<file path="src/rtl/envelope_shaper.sv">
`default_nettype none
// ============================================================================
// Module   : envelope_shaper
// Brief    : ADSR-style envelope generator that scales an oscillator sample.
// Revision : 1.0 - initial release
// ============================================================================

module envelope_shaper #(
  parameter int ATTACK_DIV  = 64,
  parameter int DECAY_DIV   = 128,
  parameter int SUSTAIN_LVL = 180,
  parameter int RELEASE_DIV = 256
) (
  input  logic       clk,
  input  logic       nRst,
  input  logic       gate,
  input  logic [7:0] sample_in,
  output logic [7:0] sample_out,
  output logic [7:0] env_level,
  output logic [2:0] env_state,
  output logic       busy
);

  typedef enum logic [2:0] {
    S_IDLE    = 3'd0,
    S_ATTACK  = 3'd1,
    S_DECAY   = 3'd2,
    S_SUSTAIN = 3'd3,
    S_RELEASE = 3'd4
  } state_t;

  localparam logic [15:0] c_ATTACK_LAST  = 16'(ATTACK_DIV - 1);
  localparam logic [15:0] c_DECAY_LAST   = 16'(DECAY_DIV - 1);
  localparam logic [15:0] c_RELEASE_LAST = 16'(RELEASE_DIV - 1);
  localparam logic [7:0]  c_SUSTAIN      = 8'(SUSTAIN_LVL);

  state_t      state_q, state_d;
  logic        gate_q;
  logic [15:0] pre_q, pre_d;
  logic [7:0]  level_q, level_d;
  logic [7:0]  sample_q;
  logic        busy_q;
  logic [15:0] w_div_last;
  logic        w_tick;

  always_comb begin
    state_d    = state_q;
    level_d    = level_q;
    w_div_last = 16'd0;

    case (state_q)
      S_ATTACK:  w_div_last = c_ATTACK_LAST;
      S_DECAY:   w_div_last = c_DECAY_LAST;
      S_RELEASE: w_div_last = c_RELEASE_LAST;
      default:   w_div_last = 16'd0;
    endcase

    w_tick = (pre_q == w_div_last);
    pre_d  = w_tick ? 16'd0 : pre_q + 16'd1;

    // A dropped (or re-raised) gate always wins over stepping and other moves.
    case (state_q)
      S_IDLE: begin
        if (gate_q) state_d = S_ATTACK;
      end
      S_ATTACK: begin
        if (!gate_q) begin
          state_d = S_RELEASE;
        end else if (level_q == 8'd255) begin
          state_d = S_DECAY;
        end else if (w_tick) begin
          level_d = level_q + 8'd1;
          if (level_q == 8'd254) state_d = S_DECAY;
        end
      end
      S_DECAY: begin
        if (!gate_q) begin
          state_d = S_RELEASE;
        end else if (level_q <= c_SUSTAIN) begin
          state_d = S_SUSTAIN;
        end else if (w_tick) begin
          level_d = level_q - 8'd1;
        end
      end
      S_SUSTAIN: begin
        if (!gate_q) state_d = S_RELEASE;
      end
      S_RELEASE: begin
        if (gate_q) begin
          state_d = S_ATTACK;
        end else if (level_q == 8'd0) begin
          state_d = S_IDLE;
        end else if (w_tick) begin
          level_d = level_q - 8'd1;
        end
      end
      default: begin
        state_d = S_IDLE;
        level_d = 8'd0;
      end
    endcase

    if ((state_d != state_q) || (state_q == S_IDLE) || (state_q == S_SUSTAIN)) begin
      pre_d = 16'd0;
    end
  end

  always_ff @(posedge clk or posedge nRst) begin
    if (nRst) begin
      state_q  <= S_IDLE;
      gate_q   <= 1'b0;
      pre_q    <= 16'd0;
      level_q  <= 8'd0;
      sample_q <= 8'd0;
      busy_q   <= 1'b0;
    end else begin
      state_q  <= state_d;
      gate_q   <= gate;
      pre_q    <= pre_d;
      level_q  <= level_d;
      // Uses the level from before this edge's update: one-cycle latency.
      sample_q <= 8'(({8'd0, sample_in} * {8'd0, level_q}) >> 8);
      busy_q   <= (state_d != S_IDLE);
    end
  end

  assign sample_out = sample_q;
  assign env_level  = level_q;
  assign env_state  = state_q;
  assign busy       = busy_q;

endmodule

`default_nettype wire

</file>
<file path="config.mk">
export PLATFORM = sky130hd
export DESIGN_NAME = envelope_shaper
export DESIGN_NICKNAME = d
export VERILOG_FILES = /design/src/rtl/envelope_shaper.sv
export SDC_FILE = /design/constraint.sdc
export NUM_CORES = 1
export LEC_CHECK = 0
export CELL_PAD_IN_SITES_DETAIL_PLACEMENT = 1
export CELL_PAD_IN_SITES_GLOBAL_PLACEMENT = 1
export CORE_MARGIN = 4
export CORE_UTILIZATION = 41
export CTS_CLUSTER_SIZE = 40
export DETAILED_ROUTE_END_ITERATION = 10
export HOLD_SLACK_MARGIN = 0.03
export PLACE_DENSITY_LB_ADDON = 0.1
export SYNTH_ARGS = -nofsm -noshare
export SYNTH_HDL_FRONTEND = slang
export SYNTH_SLANG_ARGS = --single-unit
</file>
<file path="constraint.sdc">
create_clock -name clk -period 9.9 [get_ports clk]
set_input_delay 1.485 -clock clk [delete_from_list [all_inputs] [get_ports clk]]
set_output_delay 1.485 -clock clk [all_outputs]
set_load 0.02 [all_outputs]
</file>
==> key figures <==
Run status
  – Outcome: complete, no violations

STA
  – Final setup viols: 0
  – Fin crit period: 5.97 ns
  – Final hold slack: 0.563 ns
  – Final Cycle Share: 0.603
  – Setup tns final: 0 ns
  – Fmax achieved: 167 MHz
  – Setup ws final: 3.93 ns
  – Slew @ Worst Pin: 0.906 ns
  – Skew final: 0.0101 ns
  – Unrepaired setup endpoints after global routing: false
  – Slew headroom: 0.394
  – Slew Viols, Final: 0
  – Final hold violations: 0

Die
  – Die H: 106 um
  – Starting Density: 0.426
  – Num rows: 35
  – Die ar.: 0.0113 mm2
  – Core ar.: 0.00933 mm2
  – Die X: 106 um
  – Ports: 31

Final layout
  – Share of layout cells above drive strength 1: 0.0522
  – Final Util: 0.482
  – Finished Layout Cells: 589
  – Fin nets: 546
  – Area grow syn2layout: 13.2%
  – Antenna diodes: 0
  – Final instance area: 0.00450 mm2

Power
  – Clk pwr share: 0.118
  – Psw: 0.473 mW
  – Comb power frac: 0.634
  – Final Power: 0.990 mW
  – Power Internal: 0.517 mW
  – Leakage: 2.19 nW
  – Flop pwr share: 0.249
  – Max IR drop VDD: 130 uV
  – Switching fraction of total power: 0.478
  – Power per standard cell area: 220 mW/mm2

CTS
  – Root buf cell: clkbuf_8
  – Cts hold-fix bufs: 0
  – Worst-Skew Late Latency: 0.29 ns
  – Max Root-Sink Buffers: 2
  – CTS resizes: 0
  – Reg clk slew, reported paths: 0.08 ns
  – Post-CTS setup buffers: 0
  – Htree depth: 2
  – Num CTS Buffers: 5
  – TritonCTS clock tree: built
  – CTS Sinks: 37

Global routing
  – GR Overflow Total: 0
  – First-pass GRT wire length: 16200 um
  – Vias in the first global route: 3310
  – Largest net degree at the start of global routing: 38
  – GRT Overall Usage: 0.176
  – Initial antenna violation count: 0

Synthesis
  – Mux contribution to synthesized area: 0.0324
  – Share of async-settable or async-resettable flops after synthesis: 1.00
  – Most common cell in the netlist: inv_1
  – Synth top area share: 0.233
  – Post-synth EDFFs: 0
  – Synth Net Count: 518
  – Synth Area in XOR/XNOR: 0.0595
  – Complex-gate fraction of the synthesized area: 0.0872
  – Post-synthesis share of cell area spent on full adders, half adders and majority gates: 0.307
  – Area contributors post-synth: dfrtp_1 (23%), fa_1 (18%), ha_1 (13%)
  – Synthesized cell area: 0.00397 mm2
  – Synth area leader: dfrtp_1
  – Syn avg cell area: 9.22 um2
  – Synth warnings: 0
  – Synth Area in Simple Gates: 0.213
  – Most frequent cells after synthesis: inv_1 (60), and2_1 (50), ha_1 (40)
  – Main combinational cell family by area after synthesis: adder cells
  – Synth unique cells: 52
  – Most used DFF post-synth: dfrtp_1
  – Yosys reg bits: 37
  – Gate count after technology mapping: 431
  – Post-synthesis sequential area ratio: 0.233

Setup path
  – Most frequent CP cell: fa_1
  – CP Max Fanout: 8
  – Flop-to-flop setup slack: 4.99 ns
  – Launch point of the worst reg-to-reg path: env_level[4]$_DFFE_PP0P_
  – CP bufs+invs: 3
  – Reg2reg path depth: 14
  – Reg-to-Reg End: sample_out[7]$_DFF_PP0_
  – Worst EP arrival: 6.19 ns
  – Worst path slowest cell: fa_1
  – Worst Setup EP: sample_out[7]$_DFF_PP0_
  – Crit start category: primary input
  – Req. time, crit path: 10.12 ns
  – Critical Path Max Stage Delay: 0.55 ns
  – Stages on the worst setup path: 15
  – Crit. End Element: flip-flop
  – Critical path class: in -> reg
  – Critical Path, Cell by Cell: clkdlybuf4s50_1 -> and2_1 -> fa_1 -> fa_1 -> inv_1 -> fa_1 -> inv_1 -> fa_1 -> ha_1 -> a211oi_1 -> o21ai_1 -> a31oi_1 -> o2111ai_1 -> a221oi_1 -> xnor2_1
  – Critical Path Start: sample_in[1]
  – Top delay family on crit path: adder cells

Detailed routing
  – Post-route ant nets: 0
  – Drt via density: 5.12
  – Routed WL: 9210 um
  – Vias: 3013
  – Initial DRC count: 73
  – DRC: 0
  – Routed WL per cell: 15.6 um
  – Iteration count of the initial detailed-routing pass: 4

Placed design
  – GPL Wtd Cong: 0.800
  – Placement Setup Slack: 3.58 ns
  – Inst Count DP: 581
  – Placement Cell Area: 0.00440 mm2
  – Port Buf Inserts: 30
  – Dpl hpwl: 7230 um

Hold path
  – Tightest Hold Check Type: reg -> reg
  – Worst hold stages: 1

Job
  – Max Cap Viol: 0
==> routing by layer <==
layer | vias up | wire length (um) | track usage
met5 | - | 0 | 0
met4 | 0 | 38 | 0.0219
met3 | 5 | 296 | 0.0213
met2 | 39 | 4480 | 0.310
met1 | 1514 | 4390 | 0.238
li1 | 1455 | - | -
==> sequential cells by signal, indices dropped and copies added, names as in the netlist <==
signal / count
env_state: 3
gate_q: 1
env_level: 8
pre_q: 16
sample_out: 8
busy: 1
==> final cells by class <==
class	count	area, um2
timing repair buffer	31	308
sequential	37	926
fill	1108	4830
clock buffer	6	82.6
tap	129	161
multi-input combinational	324	2780
inverter	60	225
clock inverter	2	13.8
==> power by group through the flow <==
stage	logic, mW	clock network [mW]	registers, mW
floorplan	0.452	0	0.237
global placement	0.613	0	0.248
detailed placement	0.632	0	0.249
CTS	0.644	0.123	0.247
global route	0.732	0.127	0.253
finish	0.628	0.116	0.246
==> layout by cell type, fill, tap and decap left out, drive strengths merged, types with 2 or more instances in the layout <==
| cell type | netlist | routed |
|---|---|---|
| nor2b | 2 | 2 |
| o21ai | 9 | 9 |
| dfrtp | 37 | 37 |
| or2 | 2 | 2 |
| xnor2 | 12 | 12 |
| nand2 | 32 | 32 |
| nand4 | 3 | 3 |
| clkbuf | 6 | 6 |
| clkdlybuf4s50 | 0 | 30 |
| nor2 | 40 | 40 |
| xor2 | 15 | 15 |
| inv | 60 | 60 |
| nor4 | 4 | 4 |
| nor3b | 2 | 2 |
| o21bai | 2 | 2 |
| nand2b | 3 | 3 |
| a31oi | 2 | 2 |
| clkinv | 0 | 2 |
| o211a | 2 | 2 |
| o211ai | 3 | 3 |
| fa | 36 | 36 |
| nand3 | 16 | 16 |
| mux2 | 5 | 5 |
| ha | 40 | 40 |
| a211oi | 3 | 3 |
| and3 | 4 | 4 |
| and2 | 50 | 50 |
| a21oi | 14 | 14 |
| a21o | 3 | 3 |
| mux2i | 5 | 5 |
==> worst min-delay path by stage <==
stage / startpoint / slack (ns) / to
floorplan: pre_q[0]$_DFF_PP0_ / 0.49 / pre_q[0]$_DFF_PP0_
global placement: pre_q[0]$_DFF_PP0_ / 0.53 / pre_q[0]$_DFF_PP0_
detailed placement: pre_q[14]$_DFF_PP0_ / 0.56 / pre_q[14]$_DFF_PP0_
CTS: pre_q[0]$_DFF_PP0_ / 0.57 / pre_q[0]$_DFF_PP0_
global route: pre_q[0]$_DFF_PP0_ / 0.60 / pre_q[0]$_DFF_PP0_
finish: pre_q[0]$_DFF_PP0_ / 0.56 / pre_q[0]$_DFF_PP0_
==> cell families after synthesis <==
group / Yosys count
muxes: 10
adders and majority gates: 76
xor gates and xnor gates: 27
DFF: 37
buffers and inverters: 70
and+or+nand+nor: 162
AOI/OAI and AO/OA: 49
Note: power is estimated with default switching activity, not from simulation.
